--- config.mk ---
export PLATFORM = sky130hd
export DESIGN_NAME = ntt_dispatch_queue
export DESIGN_NICKNAME = d
export VERILOG_FILES = /design/src/rtl/ntt_dispatch_queue.sv
export SDC_FILE = /design/constraint.sdc
export NUM_CORES = 1
export LEC_CHECK = 0
export CORE_ASPECT_RATIO = 1.4
export CORE_MARGIN = 4
export CORE_UTILIZATION = 50
export CTS_BUF_LIST = sky130_fd_sc_hd__clkbuf_16
export DETAILED_ROUTE_END_ITERATION = 12
export MAX_ROUTING_LAYER = met4
export PLACE_DENSITY = 0.74
export REMOVE_ABC_BUFFERS = 1
export SYNTH_ARGS = -nofsm -noshare
export SYNTH_HDL_FRONTEND = slang
export SYNTH_SLANG_ARGS = --single-unit
--- constraint.sdc ---
create_clock -name clk -period 2.7 [get_ports clk]
set_input_delay 0.54 -clock clk [delete_from_list [all_inputs] [get_ports clk]]
set_output_delay 0.54 -clock clk [all_outputs]
set_load 0.02 [all_outputs]
--- src/rtl/ntt_dispatch_queue.sv ---
// Command FIFO feeding an NTT core through a request/grant handshake.
// Tracks head-of-queue starvation and a saturating count of denied request cycles.
module ntt_dispatch_queue #(
  parameter int unsigned DEPTH        = 4,
  parameter int unsigned CMD_W        = 8,
  parameter int unsigned STARVE_LIMIT = 16
) (
  input  logic                     clk,
  input  logic                     rst,
  input  logic                     cmd_valid,
  output logic                     cmd_ready,
  input  logic [3:0]               cmd_bank_mask,
  input  logic [CMD_W-1:0]         cmd_payload,
  output logic                     start_req,
  output logic [3:0]               bank_mask,
  input  logic                     grant_start,
  output logic                     core_start,
  output logic [CMD_W-1:0]         core_payload,
  input  logic                     core_busy,
  output logic [$clog2(DEPTH):0]   fifo_count,
  output logic                     starve,
  output logic [15:0]              denied_total
);

  localparam int unsigned AW = $clog2(DEPTH);
  localparam int unsigned CW = AW + 1;
  localparam int unsigned WW = $clog2(STARVE_LIMIT + 1);
  localparam int unsigned EW = CMD_W + 4;

  typedef enum logic [1:0] {StIdle, StReq, StWaitBusy, StRun} state_e;

  state_e             state_q, state_d;
  logic [EW-1:0]      mem_q [DEPTH];
  logic [AW-1:0]      wr_ptr_q, rd_ptr_q;
  logic [CW-1:0]      count_q, count_d;
  logic [WW-1:0]      wait_q;
  logic [15:0]        denied_q;
  logic               core_start_q;
  logic [CMD_W-1:0]   core_payload_q;

  logic               push, pop, deny;
  logic [EW-1:0]      head;

  assign head      = mem_q[rd_ptr_q];
  assign cmd_ready = (count_q != CW'(DEPTH));
  assign push      = cmd_valid && cmd_ready;

  always_comb begin
    state_d   = state_q;
    start_req = 1'b0;
    bank_mask = 4'b0;
    pop       = 1'b0;
    deny      = 1'b0;
    unique case (state_q)
      StIdle: begin
        if (count_q != '0 && !core_busy) state_d = StReq;
      end
      StReq: begin
        start_req = 1'b1;
        bank_mask = head[EW-1:CMD_W];
        if (grant_start) begin
          pop     = 1'b1;
          state_d = StWaitBusy;
        end else begin
          deny = 1'b1;
        end
      end
      StWaitBusy: begin
        if (core_busy) state_d = StRun;
      end
      StRun: begin
        if (!core_busy) state_d = StIdle;
      end
      default: state_d = StIdle;
    endcase
  end

  always_comb begin
    count_d = count_q;
    unique case ({push, pop})
      2'b10:   count_d = count_q + CW'(1);
      2'b01:   count_d = count_q - CW'(1);
      default: count_d = count_q;
    endcase
  end

  // Storage carries no reset; validity is defined solely by the pointers and count.
  always_ff @(posedge clk) begin
    if (push) mem_q[wr_ptr_q] <= {cmd_bank_mask, cmd_payload};
  end

  always_ff @(posedge clk or posedge rst) begin
    if (rst) begin
      state_q        <= StIdle;
      wr_ptr_q       <= '0;
      rd_ptr_q       <= '0;
      count_q        <= '0;
      wait_q         <= '0;
      denied_q       <= '0;
      core_start_q   <= 1'b0;
      core_payload_q <= '0;
    end else begin
      state_q      <= state_d;
      count_q      <= count_d;
      core_start_q <= pop;
      if (push) wr_ptr_q <= wr_ptr_q + AW'(1);
      if (pop) begin
        rd_ptr_q       <= rd_ptr_q + AW'(1);
        core_payload_q <= head[CMD_W-1:0];
        wait_q         <= '0;
      end else if (deny) begin
        if (wait_q != WW'(STARVE_LIMIT)) wait_q <= wait_q + WW'(1);
        if (denied_q != 16'hFFFF) denied_q <= denied_q + 16'd1;
      end
    end
  end

  assign core_start   = core_start_q;
  assign core_payload = core_payload_q;
  assign fifo_count   = count_q;
  assign starve       = (wait_q == WW'(STARVE_LIMIT));
  assign denied_total = denied_q;

endmodule

==> results.yml <==
grt:
  grt_overflow: 0
  grtUsageTotal_pct: 16.8
  grt_pass1_vias: 2218
  antenna_found_initial: 0
  grt_pass1_wl_um: 10800
  grt_max_degree: 40
timing:
  tightest_slew_ns: 0.620
  setup-tns-final_ns: 0
  setup-violations-final: 0
  finalCritPeriodShare_pct: 95.8
  grt_setup_unrepaired: "no"
  maxSlewViolCount: 0
  min_period_ns: 2.59
  holdWs_ns: 0.507
  finalHoldViolations: 0
  max_freq_mhz: 387
  fin_skew_ns: 0.00590
  max_slew_margin_pct: 58.3
die:
  ios: 52
  dieArea_um2: 8910
  start_util_pct: 52.3
  fp-row-count: 36
  die_y_um: 110
  die_w_um: 80.9
  core_area_um2: 7120
cells_and_area:
  synthToLayoutAreaGrowth_pct: 26.5
  drive_gt1_share_pct: 17.9
  design_area_um2: 4710
  n_antenna_cell: 0
  final_nets: 338
  fin_util_pct: 66.1
synth:
  yosysMostFrequentCell: "edfxtp_1"
  synthCells: 241
  ys_seq_area_share_pct: 65.0
  netlist_area_um2: 3720
  synthDominantCellAreaShare_pct: 38.7
  ys_seq_elements: 87
  synth_area_leaders: "edfxtp_1 39%, dfrtp_1 26%, mux4_2 7.3%"
  synth_common_cells: "48 x edfxtp_1, 39 x dfrtp_1, 16 x inv_1"
  yosysWarnings: 0
  yosysUniqueCellTypes: 42
  syn_area_per_cell_um2: 15.4
  ys.flop_type: "edfxtp_1"
  synth_edf_count: 48
  yosysTopAreaCell: "edfxtp_1"
  async_reset_ff_share_pct: 44.8
critical_path:
  slowest_stage: "clkdlybuf4s50_1"
  worstSetupPathType: "reg -> out"
  crit_chain: "mux4_2 > and2_1 > clkdlybuf4s50_1"
  crit_buf_inv: 1
  max_stage_delay_ns: 0.54
  cp-start-kind: "flop"
  arrival_ns: 2.05
  critical_path.top_delay_family: "buffers and inverters"
  crit_required_ns: 2.16
  endpoint_kind: "output pin"
  cp_max_fo: 6
detailed_routing:
  drt_iter0_markers: 118
  wl_met1_um: 2560
  topRoutingLayerUsed: "met4"
  via_per_inst: 5.31
  dr_wl_met2_um: 3410
  dr_total_vias: 2167
  wl_um: 6400
  drc: 0
  firstDrtPassIters: 4
  wire_per_inst_um: 15.7
  route.met3.wl_um: 309
  detail-route-antenna-nets: 0
clocking:
  clock_path_buffers: 2
  cts_tree: "done"
  numCtsBuffers: 9
  cts_setup_buffers: 0
  clock_tree.root_cell: "clkbuf_16"
  cts_sinks: 87
  path_clk_slew_ns: 0.06
  clk_latency_ns: 0.33
  postCtsHoldBufs: 0
  h-tree-depth: 3
power_and_ir_drop:
  comb_power_share_pct: 33.0
  pwr-share-clk_pct: 25.2
  finalPower_w: 0.00483
  seq_power_share_pct: 41.7
  switching_share_pct: 31.0
  power.leakage_nw: 1.89
  internal-power_w: 0.00333
  p_per_area_nw_per_um2: 1030
  irDropWorstVdd_v: 0.000767
  p_switching_w: 0.00149
placed_design:
  gp_congestion: 0.850
  placed_cell_area_um2: 4400
  place.detailed.hpwl_um: 4450
  portBuffers: 51
outcome:
  status: "finished, final reports clean"
run:
  maxCapViolations: 0
min_path:
  hp-class: "reg -> reg"
## power by group through the flow
| stage | combinational (W) | clock [W] | sequential [W] |
|---|---|---|---|
| after floorplan | 0.000818 | 0 | 0.00217 |
| after global placement | 0.00159 | 0 | 0.00203 |
| after detailed placement | 0.00161 | 0 | 0.00204 |
| after CTS | 0.00163 | 0.00124 | 0.00202 |
| after global routing | 0.00175 | 0.00131 | 0.00207 |
| final | 0.00159 | 0.00122 | 0.00201 |
## registers in the layout, indices dropped and copies added, names as in the netlist
name          flops
core_payload      8
core_start        1
denied_total     16
fifo_count        3
mem_q            48
rd_ptr_q          2
state_q           2
wait_q            5
wr_ptr_q          2
## through the flow
step | worst slack, ns | std cells
final | 0.114 | 408
after floorplan | 0.339 | 236
after detailed placement | 0.234 | 392
after global routing | 0.0329 | 408
after global placement | 0.307 | 392
after CTS | 0.0642 | 408
## worst paths after layout
path                                  from  slack [ns]               to  cells past startpoint
setup / recovery               rd_ptr_q[0]        0.11     bank_mask[1]                      3
hold / removal             core_payload[7]        0.51  core_payload[7]                      1
setup reg to reg                state_q[1]        0.58    fifo_count[2]                     10
hold reg to reg            core_payload[7]        0.51  core_payload[7]                      1
max in group asynchronous              rst        1.70      rd_ptr_q[0]                      3
min in group asynchronous              rst        0.62  core_payload[6]                      3
## worst register-to-register path: cells and delay by family (launching register included)
kind                       cells  cell delay (ns)
xor gates and xnor gates       2             0.30
adders and majority gates      3             0.88
buffers and inverters          3             0.25
DFF                            1             0.41
and+or+nand+nor                2             0.22
## cell type report
class                   count  area (um2)
inverters                  16        60.1
clock buffers               9         225
repair buffers             61         586
well taps                  95         119
clock inverters             7        73.8
flip-flops and latches     87        2420
multi-input cells         133        1220
fillers                   549        2410
## cells by family (layout without fill, tap and decap cells)
group	Yosys count	in the layout	share of synthesized area [%]
compound gates	15	15	2.42
xor+xnor	19	19	4.47
fa+ha+maj	13	13	4.57
buf+inv	21	93	2.22
flops	87	87	65.0
mux	24	24	11.0
simple gates	62	62	10.4
## what timing repair did
action	4_1_cts	5_1_grt
resized for setup	1	1
pin swaps	0	0
cloned	0	0
setup endpoints to repair	3	3
## cell usage in the layout (no fill, tap or decap), types with 2 or more instances in the layout
cell,count
clkdlybuf4s50_1,51
edfxtp_1,48
dfrtp_1,38
inv_1,17
xor2_1,12
mux4_2,12
ha_1,11
nand2_1,10
mux2_2,10
buf_4,10
clkbuf_16,9
nand3_1,8
xnor2_1,7
nor2_1,6
nor3_1,6
o21ai_0,6
and3_1,6
and2_1,5
a21oi_1,4
nand4_1,3
nor3b_1,3
clkinv_4,3
nand2b_1,2
nor4_1,2
## routing by layer
layer | track usage (%) | vias to the layer above
met5 | - | -
met1 | 20.0 | 1076
met2 | 27.7 | 54
met4 | 7.00 | 0
met3 | 3.66 | 13
li1 | - | 1024
No activity file was read; power rests on OpenSTA's default activity.
